==> config.mk <==
export PLATFORM = sky130hd
export DESIGN_NAME = stream_demux
export DESIGN_NICKNAME = d
export VERILOG_FILES = /design/src/rtl/stream_demux_pkg.sv /design/src/rtl/stream_demux_slot.sv /design/src/rtl/stream_demux.sv
export SDC_FILE = /design/constraint.sdc
export NUM_CORES = 1
export LEC_CHECK = 0
export CORE_AREA = 5 5 42 44
export DETAILED_ROUTE_END_ITERATION = 12
export DIE_AREA = 0 0 47 49
export HOLD_SLACK_MARGIN = 0.1
export PLACE_DENSITY = 0.52
export SETUP_SLACK_MARGIN = 0.4
export SYNTH_ARGS = -nofsm -noshare
export SYNTH_HDL_FRONTEND = slang
export SYNTH_SLANG_ARGS = --single-unit
==> constraint.sdc <==
create_clock -name clk -period 3.8 [get_ports clk]
set_clock_uncertainty 0.15 [all_clocks]
set_input_delay 0.57 -clock clk [delete_from_list [all_inputs] [get_ports clk]]
set_output_delay 0.57 -clock clk [all_outputs]
set_load 0.005 [all_outputs]
==> src/rtl/stream_demux_pkg.sv <==
// Shared constants and helpers for the stream_demux block.
// STREAM_DEMUX_CNT_EN (see stream_demux.sv) makes use of CNT_W.
package stream_demux_pkg;

  localparam int unsigned CNT_W = 16;

  // Select width: max(1, clog2(n)).
  function automatic int unsigned sel_width(input int unsigned n);
    return (n > 2) ? $clog2(n) : 1;
  endfunction

endpackage

==> src/rtl/stream_demux_slot.sv <==
// One-entry output register for a single demux channel.
// A load overrides a same-cycle drain, which keeps throughput at one word per cycle.
module demux_slot #(
  parameter int unsigned W = 2
) (
  input  logic         clk,
  input  logic         rst_n,
  input  logic         load,
  input  logic [W-1:0] d,
  input  logic         ready,
  output logic [W-1:0] q,
  output logic         valid
);

  logic [W-1:0] data_q, data_d;
  logic         valid_q, valid_d;

  always_comb begin
    data_d  = data_q;
    valid_d = valid_q;
    if (load) begin
      data_d  = d;
      valid_d = 1'b1;
    end else if (valid_q && ready) begin
      valid_d = 1'b0;
    end
  end

  always_ff @(posedge clk or negedge rst_n) begin
    if (!rst_n) begin
      data_q  <= '0;
      valid_q <= 1'b0;
    end else begin
      data_q  <= data_d;
      valid_q <= valid_d;
    end
  end

  assign q     = data_q;
  assign valid = valid_q;

endmodule

==> src/rtl/stream_demux.sv <==
// 1-to-N valid/ready stream demultiplexer with a one-entry register per channel.
// Optional macro STREAM_DEMUX_CNT_EN adds port cnt with saturating per-channel delivery counters.
module stream_demux
  import stream_demux_pkg::*;
#(
  parameter  int unsigned W         = 2,
  parameter  int unsigned N         = 2,
  parameter  bit          ZERO_IDLE = 1'b1,
  localparam int unsigned SW        = sel_width(N)
) (
  input  logic           clk,
  input  logic           rst_n,
  input  logic [W-1:0]   in_data,
  input  logic [SW-1:0]  in_sel,
  input  logic           in_valid,
  output logic           in_ready,
  output logic [N*W-1:0] out_data,
  output logic [N-1:0]   out_valid,
  input  logic [N-1:0]   out_ready,
  output logic           err_oob
`ifdef STREAM_DEMUX_CNT_EN
  ,
  output logic [N*CNT_W-1:0] cnt
`endif
);

  localparam logic [SW:0] NCH = (SW+1)'(N);

  logic [N-1:0] valid_q;
  logic [W-1:0] data_q [N];
  logic [N-1:0] load;
  logic         in_range;
  logic         ready_sel;
  logic         err_oob_q, err_oob_d;

  // An out-of-range select matches no channel, so it is always accepted and dropped.
  always_comb begin
    in_range  = ({1'b0, in_sel} < NCH);
    ready_sel = 1'b1;
    load      = '0;
    for (int unsigned i = 0; i < N; i++) begin
      if (in_sel == SW'(i)) begin
        ready_sel = !valid_q[i] || out_ready[i];
        load[i]   = in_valid && (!valid_q[i] || out_ready[i]);
      end
    end
    err_oob_d = in_valid && !in_range;
  end

  assign in_ready = ready_sel;

  for (genvar g = 0; g < N; g++) begin : g_slot
    demux_slot #(
      .W (W)
    ) u_slot (
      .clk   (clk),
      .rst_n (rst_n),
      .load  (load[g]),
      .d     (in_data),
      .ready (out_ready[g]),
      .q     (data_q[g]),
      .valid (valid_q[g])
    );

    assign out_data[g*W +: W] = (ZERO_IDLE && !valid_q[g]) ? '0 : data_q[g];
  end

  assign out_valid = valid_q;

  always_ff @(posedge clk or negedge rst_n) begin
    if (!rst_n) begin
      err_oob_q <= 1'b0;
    end else begin
      err_oob_q <= err_oob_d;
    end
  end

  assign err_oob = err_oob_q;

`ifdef STREAM_DEMUX_CNT_EN
  for (genvar g = 0; g < N; g++) begin : g_cnt
    logic [CNT_W-1:0] cnt_q, cnt_d;

    always_comb begin
      cnt_d = cnt_q;
      if (valid_q[g] && out_ready[g] && (cnt_q != '1)) begin
        cnt_d = cnt_q + 1'b1;
      end
    end

    always_ff @(posedge clk or negedge rst_n) begin
      if (!rst_n) begin
        cnt_q <= '0;
      end else begin
        cnt_q <= cnt_d;
      end
    end

    assign cnt[g*CNT_W +: CNT_W] = cnt_q;
  end
`endif

endmodule

==> out/results.tsv <==
metric	value	unit
grt_busiest_layer	met2	
crit_family	buffers and inverters	
nets	52	
regArea	150	um2
cp_max_fo	3	
synth.avg_cell_area	12.2	um2
antenna_cells	0	
grt_use_met3	0.0221	
criticalPathCategory	in2out	
multi_input_area	168	um2
rsz0062_at_grt	no	
globalRouteMet2Util	0.118	
synth_top_cell_by_area	dfrtp_1	
synth_seq_cells	6	
ant_nets	0	
syn_nets	36	
synth_top_family_by_area	simple AND/OR/NAND/NOR gates	
holdBufCountCts	0	
gr-total-overflow	0	
grt_pass1_vias	246	
wl_per_cell	11.0	um
row_count	14	
setup_tns	0	ps
yosysSeqAreaShare	0.441	
muxShareOfSynthArea	0.154	
antenna_found_initial	0	
async_flop_share	1.00	
rr_startpoint	g_slot[1].u_slot.valid	
hold_violations	0	
required	3080	ps
synth_top_area_frac	0.441	
setup_violations	0	
synth_cell_type_count	14	
period_minus_slack	2530	ps
die_area	0.00230	mm2
ir_drop	0.175	mV
drv_cap	0	
synth_xor_area_frac	0	
cp_num_buf_inv	2	
cp_common_cell	clkdlybuf4s50_1	
setup_slack	1270	ps
gp_congestion	0.630	
hp-class	reg2reg	
clkTransAtPathRegs	40	ps
ctsHtreeMaxLevel	1	
numCtsBuffers	3	
die_w	47	um
fin_crit_sh	0.665	
post_cts_buffers	0	
hp-start	g_slot[0].u_slot.q[0]	
path_cells	clkdlybuf4s50_1, nand2b_4, nor2_1, a21oi_1, clkdlybuf4s50_1	
power.total	187	uW
synth_fa_ha_area_frac	0	
syn_inst	28	
drc	0	
synth-compound-area-share	0.0147	
ctsResizeCount	0	
clk_latency	240	ps
viasPerCell	3.98	
fmax	0.396	GHz
yosysMostFrequentCell	dfrtp_1	
drive_above_1_share	0.333	
cts_tree	done	
slew_viol_final	0	
place_ws	1270	ps
critPathCaptureType	output port	
ios	16	
first_iter_violations	0	
slowest_delay	510	ps
synthFlopType	dfrtp_1	
die_h	49	um
grt_first_pass_wirelength	1.03	mm
cp.arrival	1810	ps
syn_area	340	um2
startpoint	out_ready[0]	
n_fill_cell	152	
clock_sinks	6	
coreArea	0.00140	mm2
status	finished, final reports clean	
wirelength	637	um
initial_core_util	0.243	
place.port_buffers	14	
synth_common_cells	dfrtp_1 (6), buf_4 (3)	
ys.warnings.count	0	
firstDrtPassIters	1	
cts-root-buf	clkbuf_4	
synth-simple-area-share	0.313	
slowest_stage	clkdlybuf4s50_1	
startpoint_type	primary input	
power.leakage	0.225	nW
power.density	374	mW/mm2
grtUsageMet1	0.0515	
synth_edf_count	0	
clockBufferDepth	2	
grt_max_degree	7	
area_growth	47.1	%
netlist_top_cells_area	dfrtp_1 (44%), mux2_4 (8.8%), nand2b_4 (8.1%)	
vias	231	
grtUsageTotal	0.0701	
-- final timing paths --
check	endpoint	slack [ps]	depth (start not counted)
min in group asynchronous	g_slot[1].u_slot.q[0]	420	1
worst max register to register	g_slot[1].u_slot.q[0]	2520	3
max in group asynchronous	g_slot[0].u_slot.q[1]	2870	1
worst min-delay path	g_slot[0].u_slot.q[0]	350	1
worst max-delay path	in_ready	1270	5
worst min register to register	g_slot[0].u_slot.q[0]	350	1
-- report_power, final --
group	total, mW	internal, mW	switching (mW)
registers	0.0795	0.0738	0.00567
clock network	0.0583	0.0357	0.0226
logic	0.0496	0.0354	0.0142
-- worst reg2reg max path, delay by kind of cell (launching register included) --
| kind | cells | cell delay (ps) |
|---|---|---|
| simple gates | 2 | 280 |
| flops | 1 | 390 |
| mux | 1 | 350 |
-- layer usage --
layer	part of all wire	vias up
met5	0	-
met4	0.027	0
met3	0.055	2
met2	0.61	7
met1	0.31	108
li1	-	114
-- final cells by class --
cell class / instances / area share
sequential: 6 / 0.300
timing repair buffer: 14 / 0.280
tap: 16 / 0.0400
clock buffer: 3 / 0.0450
multi-input combinational: 19 / 0.335
-- sequential cells by signal, summed over array words and instances (netlist names) --
signal	count
g_slot.u_slot.q	4
g_slot.u_slot.valid	2
-- stage by stage --
stage | utilization | area (um2) | hold WS [ps] | std cells
floorplan | - | 340 | 124 | 28
global placement | 0.341 | 478 | 338 | 55
detailed placement | 0.341 | 478 | 340 | 55
CTS | 0.357 | 500 | 355 | 58
global route | 0.357 | 500 | 362 | 58
finish | 0.357 | 500 | 350 | 58
-- cells by family (layout without fill, tap and decap cells) --
family	Yosys count	count (layout)
AOI/OAI and AO/OA	1	1
buffers and inverters	3	17
DFF	6	6
muxes	4	4
other	1	1
and+or+nand+nor	13	13
-- placed cells by master, fill, tap and decap left out --
cell             Yosys  final
clkdlybuf4s50_1      0     14
dfrtp_1              6      6
clkbuf_4             0      3
and2_2               2      2
nor2b_4              2      2
nand2b_4             2      2
nand2_1              2      2
mux2_4               2      2
mux2_2               2      2
and2_1               2      2
nor2_1               1      1
a21oi_1              1      1
nor2_2               1      1
nand2b_1             1      1
conb_1               1      1
Power figures use the tool's default switching activity.
